===== config.mk =====
export PLATFORM = sky130hd
export DESIGN_NAME = wb_regfile_flat
export DESIGN_NICKNAME = d
export VERILOG_FILES = /design/src/rtl/wb_regfile_if.sv /design/src/rtl/wb_regfile.sv /design/src/flat_wrapper.sv
export SDC_FILE = /design/constraint.sdc
export NUM_CORES = 1
export LEC_CHECK = 0
export CAP_MARGIN = 30
export CELL_PAD_IN_SITES_DETAIL_PLACEMENT = 1
export CELL_PAD_IN_SITES_GLOBAL_PLACEMENT = 1
export CORE_ASPECT_RATIO = 1.1
export CORE_MARGIN = 2
export CORE_UTILIZATION = 44
export CTS_CLUSTER_DIAMETER = 150
export DETAILED_ROUTE_END_ITERATION = 7
export HOLD_SLACK_MARGIN = 0.15
export PLACE_DENSITY_LB_ADDON = 0.1
export SETUP_SLACK_MARGIN = 0.02
export SKIP_LAST_GASP = 1
export SLEW_MARGIN = 20
export SYNTH_ARGS = -nofsm -noshare
export SYNTH_HDL_FRONTEND = slang
export SYNTH_SLANG_ARGS = --single-unit

===== constraint.sdc =====
create_clock -name clk -period 4.3 [get_ports clk]
set_clock_uncertainty 0.1 [all_clocks]
set_input_delay 0.43 -clock clk [delete_from_list [all_inputs] [get_ports clk]]
set_output_delay 0.43 -clock clk [all_outputs]
set_load 0.05 [all_outputs]

===== src/rtl/wb_regfile_if.sv =====
// MEM/WB-to-writeback bundle: pipeline inputs, matrix-unit beat handshake,
// decode read ports and stall/done status.
interface wb_regfile_if #(
  parameter int DW = 8,
  parameter int AW = 3
);
  logic [DW-1:0] ReadData_in;
  logic [DW-1:0] ALUResult_in;
  logic [AW-1:0] destreg_in;
  logic          RegWrite_in;
  logic          ResultSrc_in;
  logic          is_matrix_mult_in;
  // A matrix beat transfers on a cycle where mm_valid and mm_ready are both high;
  // mm_valid may rise or fall freely, and a low mm_valid simply holds the burst.
  logic          mm_valid;
  logic [DW-1:0] mm_data;
  logic          mm_ready;
  logic [AW-1:0] rs1_addr;
  logic [AW-1:0] rs2_addr;
  logic [DW-1:0] rs1_data;
  logic [DW-1:0] rs2_data;
  logic          stall_out;
  logic          mm_done;

  modport master (
    output ReadData_in, ALUResult_in, destreg_in, RegWrite_in, ResultSrc_in,
           is_matrix_mult_in, mm_valid, mm_data, rs1_addr, rs2_addr,
    input  mm_ready, rs1_data, rs2_data, stall_out, mm_done
  );

  modport slave (
    input  ReadData_in, ALUResult_in, destreg_in, RegWrite_in, ResultSrc_in,
           is_matrix_mult_in, mm_valid, mm_data, rs1_addr, rs2_addr,
    output mm_ready, rs1_data, rs2_data, stall_out, mm_done
  );
endinterface


===== src/rtl/wb_regfile.sv =====
// Writeback stage: architectural register file with normal writeback,
// stalled matrix-multiply result bursts and bypassed decode read ports.
module wb_regfile #(
  parameter int DW       = 8,
  parameter int NREG     = 8,
  parameter int MM_BEATS = 4
) (
  input  logic       clk,
  input  logic       reset,
  wb_regfile_if.slave bus,
  output logic [1:0] dbg_state_o
);
  localparam int AW = $clog2(NREG);
  localparam int CW = $clog2(MM_BEATS);

  typedef enum logic [1:0] {
    S_IDLE     = 2'd0,
    S_MM_WRITE = 2'd1,
    S_MM_DONE  = 2'd2
  } state_e;

  state_e          state_q, state_d;
  logic [AW-1:0]   base_q, base_d;
  logic [CW-1:0]   cnt_q, cnt_d;
  logic [DW-1:0]   regs_q [NREG];

  logic            we;
  logic [AW-1:0]   waddr;
  logic [DW-1:0]   wdata;
  logic [DW-1:0]   wb_data;

  assign wb_data     = bus.ResultSrc_in ? bus.ReadData_in : bus.ALUResult_in;
  assign dbg_state_o = state_q;

  always_ff @(posedge clk or negedge reset) begin
    if (!reset) begin
      state_q <= S_IDLE;
      base_q  <= '0;
      cnt_q   <= '0;
    end else begin
      state_q <= state_d;
      base_q  <= base_d;
      cnt_q   <= cnt_d;
    end
  end

  always_comb begin
    state_d       = state_q;
    base_d        = base_q;
    cnt_d         = cnt_q;
    we            = 1'b0;
    waddr         = '0;
    wdata         = '0;
    bus.stall_out = 1'b0;
    bus.mm_ready  = 1'b0;
    bus.mm_done   = 1'b0;
    unique case (state_q)
      S_IDLE: begin
        if (bus.RegWrite_in) begin
          if (bus.is_matrix_mult_in) begin
            bus.stall_out = 1'b1;
            base_d        = bus.destreg_in;
            cnt_d         = '0;
            state_d       = S_MM_WRITE;
          end else begin
            we    = 1'b1;
            waddr = bus.destreg_in;
            wdata = wb_data;
          end
        end
      end
      S_MM_WRITE: begin
        bus.stall_out = 1'b1;
        bus.mm_ready  = 1'b1;
        if (bus.mm_valid) begin
          we    = 1'b1;
          // Burst addresses wrap modulo the register count; beats aimed at R0 still count.
          waddr = base_q + AW'(cnt_q);
          wdata = bus.mm_data;
          cnt_d = cnt_q + 1'b1;
          if (cnt_q == CW'(MM_BEATS - 1)) state_d = S_MM_DONE;
        end
      end
      S_MM_DONE: begin
        // MEM/WB still holds the matrix instruction here; ignoring it avoids a re-trigger.
        bus.mm_done = 1'b1;
        state_d     = S_IDLE;
      end
      default: state_d = S_IDLE;
    endcase
  end

  always_ff @(posedge clk or negedge reset) begin
    if (!reset) begin
      for (int i = 0; i < NREG; i++) regs_q[i] <= '0;
    end else if (we && (waddr != '0)) begin
      regs_q[waddr] <= wdata;
    end
  end

  always_comb begin
    bus.rs1_data = regs_q[bus.rs1_addr];
    if (bus.rs1_addr == '0)                   bus.rs1_data = '0;
    else if (we && (waddr == bus.rs1_addr))   bus.rs1_data = wdata;
  end

  always_comb begin
    bus.rs2_data = regs_q[bus.rs2_addr];
    if (bus.rs2_addr == '0)                   bus.rs2_data = '0;
    else if (we && (waddr == bus.rs2_addr))   bus.rs2_data = wdata;
  end
endmodule


===== src/flat_wrapper.sv =====
// flat-port wrapper written by rule: the top's interface ports become plain ports
module wb_regfile_flat 
#(
  parameter int DW       = 8,
  parameter int NREG     = 8,
  parameter int MM_BEATS = 4
)
  (clk, reset, dbg_state_o, bus_ReadData_in, bus_ALUResult_in, bus_destreg_in, bus_RegWrite_in, bus_ResultSrc_in, bus_is_matrix_mult_in, bus_mm_valid, bus_mm_data, bus_rs1_addr, bus_rs2_addr, bus_mm_ready, bus_rs1_data, bus_rs2_data, bus_stall_out, bus_mm_done);
  wb_regfile_if #(.DW(DW), .AW(3)) bus_i ();
  input  logic clk;
  input  logic reset;
  output logic [1:0] dbg_state_o;
  input wire logic [$bits(bus_i.ReadData_in)-1:0] bus_ReadData_in;
  input wire logic [$bits(bus_i.ALUResult_in)-1:0] bus_ALUResult_in;
  input wire logic [$bits(bus_i.destreg_in)-1:0] bus_destreg_in;
  input wire logic [$bits(bus_i.RegWrite_in)-1:0] bus_RegWrite_in;
  input wire logic [$bits(bus_i.ResultSrc_in)-1:0] bus_ResultSrc_in;
  input wire logic [$bits(bus_i.is_matrix_mult_in)-1:0] bus_is_matrix_mult_in;
  input wire logic [$bits(bus_i.mm_valid)-1:0] bus_mm_valid;
  input wire logic [$bits(bus_i.mm_data)-1:0] bus_mm_data;
  input wire logic [$bits(bus_i.rs1_addr)-1:0] bus_rs1_addr;
  input wire logic [$bits(bus_i.rs2_addr)-1:0] bus_rs2_addr;
  output wire logic [$bits(bus_i.mm_ready)-1:0] bus_mm_ready;
  output wire logic [$bits(bus_i.rs1_data)-1:0] bus_rs1_data;
  output wire logic [$bits(bus_i.rs2_data)-1:0] bus_rs2_data;
  output wire logic [$bits(bus_i.stall_out)-1:0] bus_stall_out;
  output wire logic [$bits(bus_i.mm_done)-1:0] bus_mm_done;
  assign bus_i.ReadData_in = bus_ReadData_in;
  assign bus_i.ALUResult_in = bus_ALUResult_in;
  assign bus_i.destreg_in = bus_destreg_in;
  assign bus_i.RegWrite_in = bus_RegWrite_in;
  assign bus_i.ResultSrc_in = bus_ResultSrc_in;
  assign bus_i.is_matrix_mult_in = bus_is_matrix_mult_in;
  assign bus_i.mm_valid = bus_mm_valid;
  assign bus_i.mm_data = bus_mm_data;
  assign bus_i.rs1_addr = bus_rs1_addr;
  assign bus_i.rs2_addr = bus_rs2_addr;
  assign bus_mm_ready = bus_i.mm_ready;
  assign bus_rs1_data = bus_i.rs1_data;
  assign bus_rs2_data = bus_i.rs2_data;
  assign bus_stall_out = bus_i.stall_out;
  assign bus_mm_done = bus_i.mm_done;
  wb_regfile #(.DW(DW), .NREG(NREG), .MM_BEATS(MM_BEATS)) u_core (.clk(clk), .reset(reset), .bus(bus_i), .dbg_state_o(dbg_state_o));
endmodule

# After elaboration in Yosys (flattened, before gate mapping)
# Cells that the tools add are included.
# W data, S select, Z words.
# word_totals
output_inout_bits	21
regBits	71
# op_classes
addsub	2
eq_ne	9
magnitude_cmp	4
reduce_logical	12
bitwise_logic	3
mux	40
# op_table
op	n
$mux W8	13
$bwmux W64	1
$bmux W8 S3	2
$demux W8 S3	1
$pmux W8 S2	1
$mux W2	7
$ge A4 B4 Y1 const B	3
$not A3 Y4	3
$mux W3	3
$pmux W2 S2	2
$reduce_and A4 Y1	2
$mux W1	7
$eq A3 B3 Y1	2
$logic_not A3 Y1	2
$ne A2 B2 Y1 const B	3
$pmux W3 S2	1
$eq A2 B2 Y1 const B	2
$logic_and A1 B1 Y1	4
$lt A4 B1 Y1 const B	1
$pmux W1 S2	2
$add A3 B2 Y3	1
$reduce_and A3 Y1	1
$reduce_bool A3 Y1	1
$add A2 B1 Y2 const B	1
other kinds (4)	4

# Logic depth before layout (Yosys ltp)
# Gate-level depths: netlist (run 1).
# depth
ltp_word	9
depth_mapped	10
depth_no_buf	8

# Least setup slack after synthesis (run 1)
# Ideal clock, no wire load.
# synth_timing
kind	flip-flop to output port
startpoint	register u_core.cnt_q[0]
endpoint	output bus_rs2_data[0]
setup_slack_ns	0.227
required_ns	3.770
path_buffers	0
path_stages_with_launch	9
arrival_ns	3.543
path_cell_list	dfrtp_1 -> ha_1 -> inv_1 -> fa_1 -> nor4bb_1 -> a21oi_2 -> xnor2_1 -> a2111oi_4 -> mux2i_1
# synth_via
elab_chain_len	7
# synth_rtl
item	line	rtl
from (decl)	wb_regfile.sv:24	logic [CW-1:0] cnt_q, cnt_d;
from (signal assigned)	wb_regfile.sv:43	cnt_q <= cnt_d;
$add A3 B2 Y3	wb_regfile.sv:78	waddr = base_q + AW'(cnt_q);
$mux W3	wb_regfile.sv:75	if (bus.mm_valid) begin
$pmux W3 S2	wb_regfile.sv:57	unique case (state_q)
$eq A3 B3 Y1	wb_regfile.sv:110	else if (we && (waddr == bus.rs2_addr)) bus.rs2_data = wdata;
$logic_and A1 B1 Y1	wb_regfile.sv:110	
$mux W8	wb_regfile.sv:110	
$mux W8	wb_regfile.sv:109	if (bus.rs2_addr == '0) bus.rs2_data = '0;
to (decl)	flat_wrapper.sv:25	output wire logic [$bits(bus_i.rs2_data)-1:0] bus_rs2_data;
# Every way passes these cells.

# Final worst setup path (run 1)
# layout_timing
startpoint	register u_core.cnt_q[0]
endpoint	output bus_rs1_data[0]
# layout_via
elab_chain_len	7
# layout_rtl
item	line	rtl
$add A3 B2 Y3	wb_regfile.sv:78	
$mux W3	wb_regfile.sv:75	
$pmux W3 S2	wb_regfile.sv:57	
$eq A3 B3 Y1	wb_regfile.sv:104	else if (we && (waddr == bus.rs1_addr)) bus.rs1_data = wdata;
$logic_and A1 B1 Y1	wb_regfile.sv:104	
$mux W8	wb_regfile.sv:104	
$mux W8	wb_regfile.sv:103	if (bus.rs1_addr == '0) bus.rs1_data = '0;
to (decl)	flat_wrapper.sv:24	output wire logic [$bits(bus_i.rs1_data)-1:0] bus_rs1_data;
# Every way passes these cells.

==> impl_metrics.ini, run 1 <==
[power]
leakage_nw = 2.20
finalPower_mw = 3.78
vdd_drop_max_mv = 0.283
power_density_nw_per_um2 = 705

[clock_tree]
cts_tree = built
cts_resized = 0
clockBufferDepth = 2
clkLatencyLatePin_ps = 340
clock-sinks = 71
cts_hold_buf = 1
clk_pin_slew_worst_paths_ps = 70
numCtsBuffers = 9
postCtsSetupBuffers = 0
root_buffer = clkbuf_8
cts.htree.levels = 3

[die]
dieHeight_um = 107
num_io_pins = 60
core-area_um2 = 9350
initial_utilization_pct = 45.4
die_area_um2 = 10400
dieWidth_um = 97.6
num_rows = 37

[logic_synthesis]
ys.flop_type = dfrtp_1
syn_area_um2 = 4240
synth_compound_area_share_pct = 16.2
synthMuxAreaShare_pct = 21.5
synth_edf_count = 0
async_reset_ff_share_pct = 100
synth-xor-area-share_pct = 0.825
synthCells = 390
synth_adder_area_share_pct = 1.06
syn_avg_cell_area_um2 = 10.9
ys_seq_area_share_pct = 41.9
synth.ff_latch_count = 71
synth_simple_gate_area_share_pct = 14.5
synth_top_family_by_area = multiplexers
synth_cell_types = 42
syn_nets = 432
ys_warn_count = 0

[critical_path]
end_kind = primary output
cp-start-kind = register
crit_slowest_cell = a211oi_1
required_ps = 3770
worstPathBufferInverterCount = 3
cp_slowest_stage_delay_ps = 530
reg2reg_from = u_core.cnt_q[0]$_DFFE_PN0P_
cp_top_family = compound AO/OA/AOI/OAI gates
r2r_cells = 8
regToRegSetupSlack_ps = 1440
crit_fanout = 9
path_depth = 10
path_class = reg -> out
path_cells = ha_1 -> inv_1 -> fa_1 -> nor4bb_1 -> buf_4 -> o2bb2a_4 -> a221oi_4 -> a221oi_1 -> a211oi_1 -> buf_12
reg2reg_to = u_core.regs_q[50]$_DFFE_PN0P_
worstPathArrival_ps = 3490

[timing]
setup_viol = 0
period_share_pct = 93.4
slew_headroom_pct = 38.6
worst_pin_slew_ps = 916
hold_violations = 0
whs_ps = 305
fin_crit_ps = 4020
fmax_ghz = 0.249
tns_ps = 0
slew_viol_final = 0
grt_setup_unrepaired = no

[global_route]
grt_antenna_before_repair = 0
grt_max_degree = 37
track_usage_pct = 24.2
grt_pass1_wl_mm = 19.3
first_global_vias = 3488
overflow = 0

[layout]
n_fill_cell = 974
nets = 488
n_antenna_cell = 0
area_growth_pct = 26.2
drive_gt1_share_pct = 21.6
stdcell_count = 567

[status]
status = finished, final reports clean

[routing]
drt-initial-drc-count = 114
ant_nets = 0
wire_per_inst_um = 21.1
vias_per_cell = 5.87
drc_errors = 0
wl_mm = 12.0
drt_first_pass_iters = 4
vias = 3327

[placed_design]
dpl.cell_count = 549
gp_congestion = 0.820
place_hpwl_mm = 8.81
port_buffers = 59

[job]
cap_viol_max_count = 0

[hold_path]
hold_class = reg -> reg
min_to = u_core.regs_q[57]$_DFFE_PN0P_
hold_start = u_core.regs_q[57]$_DFFE_PN0P_
hold_depth = 0
stage by stage:
| stage | instance area (µm²) | setup WS (ps) | utilization (%) |
|---|---|---|---|
| 2_1_floorplan | 4240 | 227 | - |
| 3_3_place_gp | 5120 | 546 | 54.7 |
| 3_5_place_dp | 5120 | 443 | 54.7 |
| 4_1_cts | 5340 | 283 | 57.1 |
| 5_1_grt | 5360 | 118 | 57.3 |
| 6_report | 5360 | 283 | 57.3 |
cells in the mapped netlist (all sizes together), types with 2 or more instances:
master   n  area share, %
and2     3           0.44
nor2b   10            1.5
clkbuf  24            2.1
a21oi   51            6.1
inv      5           0.44
a221oi   9            2.3
buf     11            1.5
mux2i   17            4.0
nor3b    3           0.88
xnor2    3           0.62
nand2   23            2.0
nor3     3           0.59
o211ai   8            1.4
nor4bb   2           0.47
a22oi    2            1.0
o21ai   20            2.4
nand3b   2           0.35
mux4    32             17
ha       2           0.59
a211oi   9            1.6
mux2     2           0.53
nor2    51            4.5
nand2b  16            2.4
dfrtp   71             42
worst max path at each step:
stage,start,to
finish,u_core.cnt_q[0]$_DFFE_PN0P_,bus_rs1_data[0]
global route,u_core.cnt_q[0]$_DFFE_PN0P_,bus_rs1_data[0]
CTS,u_core.cnt_q[0]$_DFFE_PN0P_,bus_rs1_data[0]
detailed placement,bus_is_matrix_mult_in,bus_rs1_data[0]
global placement,bus_is_matrix_mult_in,bus_rs1_data[0]
floorplan,u_core.cnt_q[0]$_DFFE_PN0P_,bus_rs2_data[0]
cell type report:
class | instances | area, µm² | share of cell area, %
inverters | 5 | 18.8 | 0.350
clock inverters | 4 | 70.1 | 1.31
well taps | 117 | 146 | 2.73
flip-flops and latches | 71 | 1780 | 33.2
repair buffers | 80 | 906 | 16.9
multi-input cells | 279 | 2300 | 42.9
clock buffers | 11 | 141 | 2.64
sequential cells by signal (all words and copies together), names as in the netlist:
name	cells
u_core.cnt_q	2
u_core.regs_q	64
u_core.dbg_state_o	2
u_core.base_q	3
cell usage in the layout, fill, tap and decap left out, drive strengths merged, types with 2 or more instances in the layout:
master / n
mux4: 32
nand2b: 16
nor3b: 3
nor3: 3
bufinv: 2
dfrtp: 71
nor4bb: 2
clkbuf: 11
a221oi: 9
o21ai: 20
nand3b: 2
a22oi: 2
and2: 3
mux2i: 17
nand2: 23
clkdlybuf4s50: 42
o211ai: 8
xnor2: 3
mux2: 2
a21oi: 51
nor2: 51
inv: 5
a211oi: 9
buf: 37
nor2b: 10
clkinv: 2
ha: 2
cells by family after synthesis:
group                    count (synthesis)
AND/OR/NAND/NOR                        118
AO/OA/AOI/OAI                          103
multiplexers                            51
flip-flops                              71
adder cells (fa/ha/maj)                  3
XOR/XNOR                                 4
buffers and inverters                   40
where the power goes:
group	switching [mW]	leakage [nW]	internal, mW	total (mW)
Sequential	0.242	0.901	0.952	1.19
Clock	0.252	0.109	0.338	0.590
Combinational	1.07	1.19	0.926	1.99
Total	1.56	2.20	2.22	3.78
per-layer routing:
layer | wire, µm | global-route usage (%) | vias up | share of wire [%]
li1 | - | - | 1539 | -
met1 | 5310 | 32.2 | 1689 | 44
met2 | 5990 | 41.4 | 86 | 50
met3 | 506 | 4.30 | 13 | 4.2
met4 | 149 | 6.45 | 0 | 1.2
met5 | 0 | 0 | - | 0
worst register-to-register path, delay by kind of cell (launching register included):
kind / cells / cell delay, ps
AO/OA/AOI/OAI: 2 / 720
adder cells (fa/ha/maj): 2 / 700
buffers and inverters: 2 / 220
flip-flops: 1 / 390
AND/OR/NAND/NOR: 2 / 620
Power figures use the tool's default switching activity.
==> inputs of run 2 (changes only) <==
--- a/config.mk
+++ b/config.mk
@@ -17,7 +17,6 @@
 export PLACE_DENSITY_LB_ADDON = 0.1
 export SETUP_SLACK_MARGIN = 0.02
 export SKIP_LAST_GASP = 1
-export SLEW_MARGIN = 20
 export SYNTH_ARGS = -nofsm -noshare
 export SYNTH_HDL_FRONTEND = slang
 export SYNTH_SLANG_ARGS = --single-unit
==> run 2 against run 1 <==
  * Critical path depth is the same
  * Register-to-register slack worse by 100 ps
  * Non-clock buffer count decreased by 2
  * Worst hold slack is essentially flat
  * Final cell count fell by 0.35%
  * Clock power barely moved
  * Largest cell class unchanged
  * Utilization fell by 0.16 points
  * Flip-flop and latch count stayed put
  * Combinational power about the same
  * Die area unchanged
  * Sequential share of layout area up 0.093 points
==> impl_metrics.ini, run 2 (synthesis results as in run 1) <==
[status]
status = finished, final reports clean

[timing]
whs_ps = 305
slew_viol_final = 0
fmax_ghz = 0.248
fin_crit_ps = 4030
slew_headroom_pct = 32.2
worst_pin_slew_ps = 1010
setup_viol = 0
hold_violations = 0
tns_ps = 0
period_share_pct = 93.8
grt_setup_unrepaired = no

[routing]
wl_mm = 11.9
vias = 3318
drt-initial-drc-count = 139
ant_nets = 0
drt_first_pass_iters = 4
wire_per_inst_um = 21.1
drc_errors = 0
vias_per_cell = 5.87

[die]
initial_utilization_pct = 45.4
num_rows = 37
dieWidth_um = 97.6
num_io_pins = 60
die_area_um2 = 10400
dieHeight_um = 107
core-area_um2 = 9350

[critical_path]
cp_slowest_stage_delay_ps = 530
path_cells = ha_1 -> inv_1 -> fa_1 -> nor4bb_1 -> buf_4 -> o2bb2a_4 -> a221oi_4 -> a221oi_1 -> a211oi_1 -> buf_12
worstPathArrival_ps = 3500
r2r_cells = 9
cp_top_family = compound AO/OA/AOI/OAI gates
path_class = reg -> out
worstPathBufferInverterCount = 3
crit_fanout = 9
required_ps = 3770
reg2reg_from = u_core.cnt_q[0]$_DFFE_PN0P_
end_kind = primary output
regToRegSetupSlack_ps = 1340
cp-start-kind = register
crit_slowest_cell = a211oi_1
reg2reg_to = u_core.regs_q[18]$_DFFE_PN0P_

[power]
leakage_nw = 2.19
power_density_nw_per_um2 = 707
vdd_drop_max_mv = 0.283

[clock_tree]
cts.htree.levels = 3
postCtsSetupBuffers = 0
clk_pin_slew_worst_paths_ps = 70
clock-sinks = 71
clkLatencyLatePin_ps = 350
cts_hold_buf = 1
cts_tree = built
clockBufferDepth = 2
numCtsBuffers = 9
root_buffer = clkbuf_8
cts_resized = 0

[layout]
largest_reg_flops = 64
regMostFlops = u_core.regs_q
nets = 486
final_common_cell = dfrtp_1
layout_common_cells = dfrtp_1 (71), nor2_1 (51), a21oi_1 (50)
area_growth_pct = 25.8
n_antenna_cell = 0
reg_top3 = u_core.regs_q x64, u_core.base_q x3
drive_gt1_share_pct = 21.2

[hold_path]
hold_start = u_core.regs_q[57]$_DFFE_PN0P_
min_to = u_core.regs_q[57]$_DFFE_PN0P_
hold_depth = 0
hold_class = reg -> reg

[global_route]
grt_max_degree = 37
grt_antenna_before_repair = 0
overflow = 0
track_usage_pct = 24.2
first_global_vias = 3488
grt_pass1_wl_mm = 19.3

[placed_design]
port_buffers = 59
place_hpwl_mm = 8.81
gp_congestion = 0.820

[job]
cap_viol_max_count = 0
==> run 2: cell types whose count changed in the layout (fill, tap and decap cells not counted) <==
cell   delta
buf_4     -2
==> run 2: final cells by class <==
type / count / area [µm²]
clock buffer: 11 / 141
tap: 117 / 146
timing repair buffer: 78 / 891
fill: 976 / 4010
inverter: 5 / 18.8
sequential: 71 / 1780
multi-input combinational: 279 / 2300
clock inverter: 4 / 70.1
==> run 2: routing by layer <==
metal,global-route usage (%),routed length (µm),share of wire [%],vias to the layer above
li1,-,-,-,1529
met1,32.2,5400,45,1698
met2,41.4,5950,50,79
met3,4.30,451,3.8,12
met4,6.45,131,1.1,0
met5,0,0,0,-
==> run 2: worst max-delay path by stage <==
stage | startpoint | to | slack (ps) | cells after the start
2_1_floorplan | u_core.cnt_q[0]$_DFFE_PN0P_ | bus_rs2_data[0] | 230 | 8
3_3_place_gp | bus_is_matrix_mult_in | bus_rs1_data[0] | 550 | 7
3_5_place_dp | bus_is_matrix_mult_in | bus_rs1_data[0] | 440 | 7
4_1_cts | u_core.cnt_q[0]$_DFFE_PN0P_ | bus_rs1_data[0] | 280 | 10
5_1_grt | u_core.cnt_q[0]$_DFFE_PN0P_ | bus_rs1_data[0] | 120 | 10
6_report | u_core.cnt_q[0]$_DFFE_PN0P_ | bus_rs1_data[0] | 270 | 10
==> run 2: metrics by stage <==
| step | total power, mW | util [%] | instance area, µm² | instances | setup WS, ps |
|---|---|---|---|---|---|
| 6_report | 3.77 | 57.1 | 5340 | 565 | 268 |
| 5_1_grt | 4.00 | 57.1 | 5340 | 565 | 118 |
| 4_1_cts | 3.79 | 57.1 | 5340 | 565 | 283 |
| 3_5_place_dp | 3.19 | 54.7 | 5120 | 549 | 443 |
| 3_3_place_gp | 3.09 | 54.7 | 5120 | 549 | 546 |
| 2_1_floorplan | 2.43 | - | 4240 | 390 | 227 |
==> run 2: where the power goes <==
| group | switching (mW) | internal [mW] | total (mW) | leakage [nW] |
|---|---|---|---|---|
| clock network | 0.255 | 0.338 | 0.593 | 0.109 |
| registers | 0.240 | 0.952 | 1.19 | 0.901 |
| logic | 1.07 | 0.922 | 1.99 | 1.18 |
| total | 1.56 | 2.21 | 3.77 | 2.19 |
